===== config.mk =====
export PLATFORM = sky130hd
export DESIGN_NAME = uart_receiver
export DESIGN_NICKNAME = d
export VERILOG_FILES = /design/src/rtl/uart_receiver.sv
export SDC_FILE = /design/constraint.sdc
export NUM_CORES = 1
export LEC_CHECK = 0
export CAP_MARGIN = 0
export CELL_PAD_IN_SITES_DETAIL_PLACEMENT = 0
export CELL_PAD_IN_SITES_GLOBAL_PLACEMENT = 2
export CORE_MARGIN = 5
export CORE_UTILIZATION = 37
export DETAILED_ROUTE_END_ITERATION = 12
export PLACE_DENSITY_LB_ADDON = 0.15
export RECOVER_POWER = 100
export SETUP_SLACK_MARGIN = 0.15
export SYNTH_ARGS = -nofsm -noshare
export SYNTH_HDL_FRONTEND = slang
export SYNTH_SLANG_ARGS = --single-unit

===== constraint.sdc =====
create_clock -name clock -period 3.5 [get_ports clock]
set_input_delay 0.875 -clock clock [delete_from_list [all_inputs] [get_ports clock]]
set_output_delay 0.875 -clock clock [all_outputs]
set_load 0.02 [all_outputs]

===== src/rtl/uart_receiver.sv =====
`default_nettype none
// ============================================================================
// Module      : uart_receiver
// Description : Oversampled UART receive path (start, data LSB-first, parity,
//               stop) with per-frame parity/framing flags and valid strobe.
// Revision    : 1.0 - initial release
// ============================================================================

module uart_receiver #(
  parameter int OVERSAMPLE = 16,
  parameter int DATA_BITS  = 8,
  parameter int PARITY_ODD = 0
) (
  input  logic                 clock,
  input  logic                 reset,
  input  logic                 sample_tick,
  input  logic                 rx,
  output logic [DATA_BITS-1:0] data_out,
  output logic                 data_valid,
  output logic                 parity_error,
  output logic                 framing_error,
  output logic                 busy
);

  localparam int                 c_TICK_W    = $clog2(OVERSAMPLE);
  localparam int                 c_BIT_W     = $clog2(DATA_BITS + 1);
  localparam logic [c_TICK_W-1:0] c_TICK_MID  = c_TICK_W'(OVERSAMPLE / 2 - 1);
  localparam logic [c_TICK_W-1:0] c_TICK_LAST = c_TICK_W'(OVERSAMPLE - 1);
  localparam logic [c_BIT_W-1:0]  c_BIT_LAST  = c_BIT_W'(DATA_BITS - 1);
  localparam logic                c_ODD       = (PARITY_ODD != 0);

  typedef enum logic [2:0] {
    S_IDLE   = 3'd0,
    S_START  = 3'd1,
    S_DATA   = 3'd2,
    S_PARITY = 3'd3,
    S_STOP   = 3'd4,
    S_BREAK  = 3'd5
  } state_t;

  state_t                r_state;
  logic                  r_rx_meta;
  logic                  r_rx_s;
  logic [c_TICK_W-1:0]   r_tick_cnt;
  logic [c_BIT_W-1:0]    r_bit_cnt;
  logic [DATA_BITS-1:0]  r_shift;
  logic                  r_par_err;
  logic                  w_sample;

  // Full-period sample point; tick counter wraps here so the next bit lines up.
  assign w_sample = sample_tick && (r_tick_cnt == c_TICK_LAST);

  always_ff @(posedge clock) begin
    if (reset) begin
      r_state       <= S_IDLE;
      r_rx_meta     <= 1'b1;
      r_rx_s        <= 1'b1;
      r_tick_cnt    <= '0;
      r_bit_cnt     <= '0;
      r_shift       <= '0;
      r_par_err     <= 1'b0;
      data_out      <= '0;
      data_valid    <= 1'b0;
      parity_error  <= 1'b0;
      framing_error <= 1'b0;
      busy          <= 1'b0;
    end else begin
      r_rx_meta  <= rx;
      r_rx_s     <= r_rx_meta;
      data_valid <= 1'b0;

      case (r_state)
        S_IDLE: begin
          r_tick_cnt <= '0;
          if (!r_rx_s) begin
            r_state <= S_START;
            busy    <= 1'b1;
          end
        end

        S_START: begin
          if (sample_tick) begin
            if (r_tick_cnt == c_TICK_MID) begin
              r_tick_cnt <= '0;
              r_bit_cnt  <= '0;
              if (r_rx_s) begin
                r_state <= S_IDLE;
                busy    <= 1'b0;
              end else begin
                r_state <= S_DATA;
              end
            end else begin
              r_tick_cnt <= r_tick_cnt + 1'b1;
            end
          end
        end

        S_DATA: begin
          if (sample_tick) begin
            r_tick_cnt <= r_tick_cnt + 1'b1;
          end
          if (w_sample) begin
            r_shift   <= {r_rx_s, r_shift[DATA_BITS-1:1]};
            r_bit_cnt <= r_bit_cnt + 1'b1;
            if (r_bit_cnt == c_BIT_LAST) begin
              r_state <= S_PARITY;
            end
          end
        end

        S_PARITY: begin
          if (sample_tick) begin
            r_tick_cnt <= r_tick_cnt + 1'b1;
          end
          if (w_sample) begin
            r_par_err <= (^r_shift) ^ r_rx_s ^ c_ODD;
            r_state   <= S_STOP;
          end
        end

        S_STOP: begin
          if (sample_tick) begin
            r_tick_cnt <= r_tick_cnt + 1'b1;
          end
          if (w_sample) begin
            data_out      <= r_shift;
            parity_error  <= r_par_err;
            framing_error <= ~r_rx_s;
            data_valid    <= 1'b1;
            if (r_rx_s) begin
              r_state <= S_IDLE;
              busy    <= 1'b0;
            end else begin
              r_state <= S_BREAK;
            end
          end
        end

        // Line held low past the stop bit: swallow it until it idles again.
        S_BREAK: begin
          if (r_rx_s) begin
            r_state <= S_IDLE;
            busy    <= 1'b0;
          end
        end

        default: begin
          r_state <= S_IDLE;
          busy    <= 1'b0;
        end
      endcase
    end
  end

endmodule

`default_nettype wire


======== Word-level counts from Yosys, hierarchy flattened ========
Cells that the tools add are included.
W data, S select, Z words.
word-level totals
  RAM bits ................................ 0
  word-level logic and storage cells ...... 76
  output and inout port bits .............. 12
  latch bits .............................. 0
  memories ................................ 0
  register bits after elaboration ......... 34
  memory bits (read-only) ................. 0
  bits of input ports ..................... 4
cells by class
  muxes and demuxes ....................... 26
  shift operators ......................... 0
  multipliers ............................. 0
  add/sub/neg operators ................... 2
  divide/modulo/power cells ............... 0
  reductions and logical operators ........ 15
  bitwise operators ....................... 4
  equality and inequality tests ........... 17
  magnitude comparators ................... 0
operator list
  operator               number
  $mux W3                9
  $mux W4                6
  $pmux W3 S6            1
  $ne A2 B2 Y1 const B   8
  $pmux W4 S3            1
  $add A4 B1 Y4 const B  2
  $eq A4 B3 Y1 const B   2
  $pmux W4 S2            1
  $reduce_and A8 Y1      1
  $reduce_xor A8 Y1      1
  $eq A3 B2 Y1 const B   2
  $eq A3 B3 Y1 const B   2
  $mux W1                6
  $reduce_and A2 Y1      3
  $pmux W1 S5            1
  $reduce_and A5 Y1      1
  $eq A4 B4 Y1 const B   1
  $reduce_and A4 Y1      1
  $reduce_or A2 Y1       2
  $eq A3 B1 Y1 const B   1
  $logic_not A3 Y1       1
  $not A1 Y1             3
  $reduce_and A3 Y1      1
  $reduce_bool A3 Y1     1
  other kinds (6)        6

======== Longest topological paths before layout ========
Gate-level depths: netlist of the first run.
  depth in word-level cells ............... 4
  depth in mapped cells ................... 6
  depth with buffers taken out ............ 5

======== Worst setup path before layout of the first run ========
Ideal clock, no wire load.
  path type ............................... input to register
  start ................................... input reset
  end ..................................... register data_out[0]
  path buffers ............................ 3
  data required time ...................... 3372 ps
  library setup time ...................... 128 ps
  setup slack ............................. 1684 ps
  arrival ................................. 1688 ps
  stages on the path ...................... 4
  cells stage by stage .................... clkbuf_1 > clkbuf_1 > clkbuf_1 > nor2_1
RTL lines
  element               RTL line  text
  start, declared       15        input logic reset,
  end signal, assigned  126       data_out <= r_shift;
  end, declared         18        output logic [DATA_BITS-1:0] data_out,
No word-level cell between the ends.

======== Worst setup path after layout of the first run ========
  start ................................... input sample_tick
  end ..................................... register r_bit_cnt[0]
on the way
  cells in the longest elaborated chain, start to end .. 3
  elaborated cells on any way between the ends .. 4
  those cells by class .................... eq/ne (2); reduce/logical (2)
ends and longest elaborated chain
  element                                 RTL line  text
  start, declared                         16        input logic sample_tick,
  $logic_and A1 B1 Y1                     51        assign w_sample = sample_tick && (r_tick_cnt == c_TICK_LAST);
  $ne A2 B2 Y1 (no source line)           --
  $reduce_and A4 Y1 (no source line) (*)  --
  end signal, assigned                    104       r_bit_cnt <= r_bit_cnt + 1'b1;
  end, declared                           45        logic [c_BIT_W-1:0] r_bit_cnt;
Mark *: on every way between the ends. The rest lies on a longest branch, timed or not.
A chain may end at the register's enable or synchronous reset.

==> results.json, run 1 <==
{
  "number_of_setup_violations_in_the_final_report": 0,
  "fin_skew_ns": 0.00563,
  "pin_count_of_the_biggest_net_entering_global_routing": 25,
  "hpwlAfterDp_um": 2490,
  "period_share_pct": 72.4,
  "p_sw_uw": 332,
  "share_comb_of_total_power_pct": 20.7,
  "yosys_warn_count": 0,
  "vdd.ir_drop.worst_v": 0.000244,
  "initial_antenna_violation_count": 0,
  "worstPathCellList": "dlygate4sd3_1, nand4_1, nor2_1, nor2_1, a211oi_1",
  "ys_top_cells_by_area": "sky130_fd_sc_hd__dfxtp_1 42%, sky130_fd_sc_hd__mux2i_1 6.1%, sky130_fd_sc_hd__nand2_1 6.0%",
  "required_ns": 3.70,
  "global_route.usage.total_pct": 12.9,
  "max-slew-margin-rel_pct": 53.4,
  "report.power.total_uw": 1140,
  "tightest_slew_ns": 0.696,
  "boundaryPins": 16,
  "share_of_flip_flops_with_an_asynchronous_set_or_reset_after_synthesis_pct": 0,
  "final_antenna_net_count": 0,
  "layout.cell_area.non_filler_mm2": 0.00193,
  "viasPerCell": 5.40,
  "vertical_die_dimension_um": 76.4,
  "cpMostUsedCell": "sky130_fd_sc_hd__nor2_1",
  "first_pass_iters": 4,
  "post-route-drc-count": 0,
  "floorplan.die.width_um": 76.4,
  "synth_sequential_area_ratio_pct": 41.7,
  "placeableCoreArea_mm2": 0.00432,
  "initial_core_utilization_pct": 37.7,
  "cap_viol_max_count": 0,
  "final_critical_path_setup_slack_ns": 0.967,
  "clockPowerShare_pct": 38.3,
  "power-per-cell-area_mw_per_mm2": 590,
  "cts-resized-gates": 0,
  "timing.critical_path.fanout_max": 9,
  "worst_slack_at_placement_ns": 0.812,
  "timing.critical_path.slowest_stage_cell": "sky130_fd_sc_hd__dlygate4sd3_1",
  "cts_made_buffers": 5,
  "clock_latency_ns": 0.29,
  "worstSetupStartpointType": "input port",
  "grt_first_pass_wirelength_um": 6110,
  "synth.lib_cells_used.distinct": 52,
  "routed_wl_um": 3620,
  "power.static_leakage_uw": 0.000776,
  "dr.first_iter.drc_count": 66,
  "cts.repair_timing.setup_buffer_count": 0,
  "totalNegativeSetupSlack_ns": 0,
  "finalWeightedCongestion": 0.784,
  "final_util_pct": 44.6,
  "first_global_vias": 1257,
  "max_stage_delay_ns": 0.66,
  "flow.area_growth_from_synthesis_pct": 18.2,
  "synth.net_count": 193,
  "seq_power_share_pct": 41.0,
  "routedWlPerCell_um": 14.3,
  "flop_and_latch_count_out_of_synthesis": 34,
  "htree_levels": 2,
  "synthesized_area_divided_by_synthesized_cell_count_um2": 8.72,
  "setup_repair_after_global_routing_missed_its_margin": "no",
  "internal_power_uw": 805,
  "final_hold_viol_count": 0,
  "max_freq_ghz": 0.395,
  "root_buffer": "sky130_fd_sc_hd__clkbuf_8",
  "n_antenna_cell": 0,
  "hold_buffer_count_at_cts": 0,
  "placement_rows": 24,
  "cts_tree": "yes",
  "status": "completed",
  "clkSlewWorstSetupHoldPaths_ns": 0.07,
  "mappedNetlistArea_mm2": 0.00163,
  "timing.final.max_slew_violations": 0,
  "worstSetupEndpointType": "flip-flop",
  "edff_count_synth": 0,
  "synth_top_area_share_pct": 41.7,
  "placement.cell_area_mm2": 0.00180,
  "swShare_pct": 29.2,
  "via_count": 1366,
  "setup.worst_path.class": "input port to flip-flop",
  "post_route_cells_drive_above_1_share_pct": 7.96,
  "yosys.area.top_type": "sky130_fd_sc_hd__dfxtp_1",
  "cts_buffer_depth": 2,
  "numClockSinks": 34,
  "hp-class": "flip-flop to flip-flop",
  "final_min_period_ns": 2.53,
  "port-buffer-count": 15,
  "fin_nets": 206,
  "gate_count_after_technology_mapping": 187,
  "critPathArrivalTime_ns": 2.73,
  "ys.flop_type": "sky130_fd_sc_hd__dfxtp_1",
  "grt-ovfl-total": 0,
  "floorplan.die_area_mm2": 0.00584
}
==> cells in the mapped netlist (2+ instances only) <==
cell type	count
sky130_fd_sc_hd__nor3_1	2
sky130_fd_sc_hd__xnor2_1	5
sky130_fd_sc_hd__a21oi_1	18
sky130_fd_sc_hd__o21ai_0	7
sky130_fd_sc_hd__a311oi_1	2
sky130_fd_sc_hd__nand2_1	26
sky130_fd_sc_hd__or2_2	3
sky130_fd_sc_hd__nor2_1	17
sky130_fd_sc_hd__nand3_1	4
sky130_fd_sc_hd__buf_2	4
sky130_fd_sc_hd__inv_1	5
sky130_fd_sc_hd__or3_1	2
sky130_fd_sc_hd__mux2i_1	10
sky130_fd_sc_hd__nand4_1	4
sky130_fd_sc_hd__dfxtp_1	34
sky130_fd_sc_hd__ha_1	2
sky130_fd_sc_hd__nand3b_1	3
sky130_fd_sc_hd__clkbuf_1	5
==> cell usage in the layout (no fill, tap or decap), drive strengths merged, types with 2 or more instances in the layout <==
master and n:
nor2 18, a311oi 2, nand4 4, dlygate4sd3 14, a211oi 2, nor3b 2
maj3 2, inv 5, xnor2 5, nand3 4, nor3 2, dfxtp 34
or2 5, or3 2, nand2 27, bufinv 2, ha 2, mux2i 10
nand3b 3, or3b 2, o21ai 8, a21oi 18, clkbuf 5
==> worst max-delay path: cells and delay by family <==
| family | cells | cell delay [ns] |
|---|---|---|
| AO/OA/AOI/OAI | 1 | 0.23 |
| AND/OR/NAND/NOR | 3 | 0.98 |
| buffers and inverters | 1 | 0.66 |
==> per-stage QoR <==
step	std cells	hold WS [ns]
6_report	253	0.410
5_1_grt	253	0.468
2_1_floorplan	187	0.389
3_3_place_gp	245	0.392
3_5_place_dp	245	0.392
4_1_cts	253	0.411
==> sequential cells by signal (all words and copies together) (netlist names) <==
| register | cells |
|---|---|
| r_bit_cnt | 4 |
| r_shift | 8 |
| data_valid | 1 |
| framing_error | 1 |
| busy | 1 |
| r_par_err | 1 |
| data_out | 8 |
| parity_error | 1 |
| r_tick_cnt | 4 |
| r_rx_meta | 1 |
| r_state | 3 |
| r_rx_s | 1 |
==> final cells by class <==
cell class / count / area, um^2
Clock buffer: 5 / 68.8
Clock inverter: 3 / 68.8
Fill cell: 442 / 2400
Inverter: 5 / 18.8
Multi-Input combinational cell: 138 / 868
Sequential cell: 34 / 681
Tap cell: 52 / 65.1
Timing Repair Buffer: 16 / 158
==> final timing paths <==
path                     from            to  slack, ns  depth (start not counted)
setup / recovery  sample_tick  r_bit_cnt[0]       0.97                          5
hold reg to reg     r_rx_meta        r_rx_s       0.41                          1
setup reg to reg   r_state[0]  r_bit_cnt[1]       1.43                          4
hold / removal      r_rx_meta        r_rx_s       0.41                          1
==> cells by family (layout without fill, tap and decap cells) <==
| family | Yosys count | count (layout) | synth area share (%) |
|---|---|---|---|
| buffers and inverters | 15 | 29 | 4.22 |
| adders and majority gates | 4 | 4 | 2.84 |
| and+or+nand+nor | 78 | 78 | 25.6 |
| xor gates and xnor gates | 7 | 7 | 4.60 |
| AOI/OAI and AO/OA | 39 | 39 | 14.9 |
| muxes | 10 | 10 | 6.14 |
| DFF | 34 | 34 | 41.7 |
==> layer usage <==
| metal | global-route usage, % | share of wire (%) |
|---|---|---|
| met4 | 5.24 | 1.7 |
| met3 | 3.78 | 4.8 |
| met5 | 0 | 0 |
| met1 | 17.7 | 49 |
| met2 | 18.7 | 45 |
==> power by group through the flow <==
stage	Clock [uW]	Sequential, uW	Combinational (uW)
floorplan	0	440	237
global placement	0	471	244
detailed placement	0	474	243
CTS	444	465	245
global route	461	473	261
finish	435	466	235
(Power assumes the default switching activity.)
==> inputs of run 2 (changes only) <==
Settings changed: CORE_UTILIZATION 37 to 31.
Clock period 3.5 ns to 2.1 ns, I/O delays scaled along.
==> run 2 against run 1 <==
Final cell count grew 12%; non-clock buffer count grew 12; combinational power grew 86%; via count grew 2.6%; register-to-register slack lost 1.1 ns; critical path type unchanged; largest power group unchanged.
==> results.json, run 2 (same netlist as run 1, synthesis figures left out) <==
{
  "clock_latency_ns": 0.29,
  "cts_tree": "yes",
  "vertical_die_dimension_um": 82.5,
  "seq_power_share_pct": 44.3,
  "cts_buffer_depth": 2,
  "dr.first_iter.drc_count": 95,
  "pin_count_of_the_biggest_net_entering_global_routing": 19,
  "number_of_setup_violations_in_the_final_report": 0,
  "floorplan.die.width_um": 82.5,
  "setup_repair_after_global_routing_missed_its_margin": "no",
  "numClockSinks": 34,
  "critPathArrivalTime_ns": 2.12,
  "initial_core_utilization_pct": 31.9,
  "final_critical_path_setup_slack_ns": 0.205,
  "worstSetupEndpointType": "flip-flop",
  "placement_rows": 26,
  "max-slew-margin-rel_pct": 63.7,
  "floorplan.die_area_mm2": 0.00681,
  "registers_with_the_most_flip_flops": "data_out x8, r_shift x8",
  "n_antenna_cell": 0,
  "power-per-cell-area_mw_per_mm2": 858,
  "p_sw_uw": 563,
  "regArea_um2": 681,
  "tightest_slew_ns": 0.544,
  "global_route.usage.total_pct": 12.6,
  "routed_wl_um": 3770,
  "port-buffer-count": 15,
  "first_pass_iters": 4,
  "period_share_pct": 90.2,
  "n_fill_cell": 551,
  "flow.area_growth_from_synthesis_pct": 22.1,
  "cap_viol_max_count": 0,
  "final_util_pct": 39.0,
  "grt_first_pass_wirelength_um": 6580,
  "timing.critical_path.fanout_max": 5,
  "cts.repair_timing.setup_buffer_count": 0,
  "post_route_cells_drive_above_1_share_pct": 10.8,
  "post-route-drc-count": 0,
  "holdPathStages": 1,
  "area_occupied_by_multi_input_gates_um2": 868,
  "power.static_leakage_uw": 0.000802,
  "cts-resized-gates": 0,
  "initial_antenna_violation_count": 0,
  "max_freq_ghz": 0.528,
  "layout_commonest_cell": "sky130_fd_sc_hd__dfxtp_1",
  "worst_reg2reg_path_endpoint": "r_state[0]",
  "via_count": 1402,
  "layout.cells.non_filler": 283,
  "hold_buffer_count_at_cts": 0,
  "viasPerCell": 4.95,
  "timing.final.max_slew_violations": 0,
  "status": "completed",
  "cts_made_buffers": 5,
  "holdPathEnd": "r_rx_s",
  "grt-ovfl-total": 0,
  "final_min_period_ns": 1.89,
  "first_global_vias": 1423,
  "internal_power_uw": 1150,
  "required_ns": 2.33,
  "swShare_pct": 33.0,
  "routedWlPerCell_um": 13.3,
  "dpl.cell_count": 275,
  "final_cell_mix": "34 x sky130_fd_sc_hd__dfxtp_1, 26 x sky130_fd_sc_hd__nand2_1, 18 x sky130_fd_sc_hd__nor2_1, 18 x sky130_fd_sc_hd__a21oi_1, 14 x sky130_fd_sc_hd__dlygate4sd3_1",
  "placeableCoreArea_mm2": 0.00511,
  "r2r_setup_slack_ns": 0.32,
  "share_comb_of_total_power_pct": 25.7,
  "htree_levels": 2,
  "holdCritStartpoint": "r_rx_meta",
  "final_hold_viol_count": 0,
  "vdd.ir_drop.worst_v": 0.000259,
  "final_antenna_net_count": 0,
  "r2r_start": "r_state[1]",
  "clockPowerShare_pct": 30.0,
  "clkSlewWorstSetupHoldPaths_ns": 0.08,
  "hpwlAfterDp_um": 2730,
  "fin_nets": 218,
  "hp-class": "flip-flop to flip-flop",
  "setup.worst_path.class": "input port to flip-flop",
  "reg2reg_depth": 4,
  "root_buffer": "sky130_fd_sc_hd__clkbuf_8",
  "worst_slack_at_placement_ns": -0.0245,
  "boundaryPins": 16,
  "worstSetupStartpointType": "input port",
  "finalWeightedCongestion": 0.756,
  "fin_skew_ns": 0.0118
}
## run 2: critical path, cell delays in order
cell and delay, ns:
sky130_fd_sc_hd__dlygate4sd3_1 0.61, sky130_fd_sc_hd__nand4_1 0.12, sky130_fd_sc_hd__clkbuf_1 0.19, sky130_fd_sc_hd__nor2_1 0.26
sky130_fd_sc_hd__clkbuf_1 0.20, sky130_fd_sc_hd__nand2_1 0.08, sky130_fd_sc_hd__a21oi_1 0.13
## run 2: cell type report
class                           instances  area share, %
Inverter                                5          0.942
Clock inverter                          2          0.628
Timing Repair Buffer                   28           12.1
Clock buffer                            6           4.15
Sequential cell                        34           34.2
Tap cell                               70           4.40
Multi-Input combinational cell        138           43.6
## run 2: layer usage
| layer | track usage (%) | vias to the layer above | share of wire (%) |
|---|---|---|---|
| li1 | - | 712 | - |
| met1 | 16.3 | 663 | 51 |
| met2 | 20.0 | 20 | 43 |
| met3 | 3.58 | 7 | 3.6 |
| met4 | 4.41 | 0 | 1.6 |
| met5 | 0 | - | 0 |
## run 2: power by group through the flow
stage | registers (uW) | logic (uW) | clock network, uW
2_1_floorplan | 733 | 394 | 0
3_3_place_gp | 770 | 444 | 0
3_5_place_dp | 772 | 454 | 0
4_1_cts | 756 | 454 | 534
5_1_grt | 768 | 489 | 561
6_report | 758 | 438 | 513
## run 2: per-stage QoR
stage / hold slack, ns / area [um^2] / power [uW] / setup TNS [ns]
2_1_floorplan: 0.389 / 1630 / 1130 / 0
3_3_place_gp: 0.392 / 1930 / 1210 / 0
3_5_place_dp: 0.398 / 1930 / 1230 / -0.0245
4_1_cts: 0.415 / 2020 / 1740 / 0
5_1_grt: 0.438 / 1990 / 1820 / 0
6_report: 0.410 / 1990 / 1710 / 0
## run 2: worst max-delay path by stage
stage / startpoint / end / slack [ns] / depth (start not counted)
after floorplan: r_tick_cnt[0] / r_state[0] / 0.60 / 5
after global placement: sample_tick / r_state[0] / 0.01 / 5
after detailed placement: sample_tick / r_state[0] / -0.02 / 5
after CTS: sample_tick / r_state[0] / 0.30 / 5
after global routing: sample_tick / r_shift[7] / 0.11 / 7
final: sample_tick / r_shift[7] / 0.21 / 7
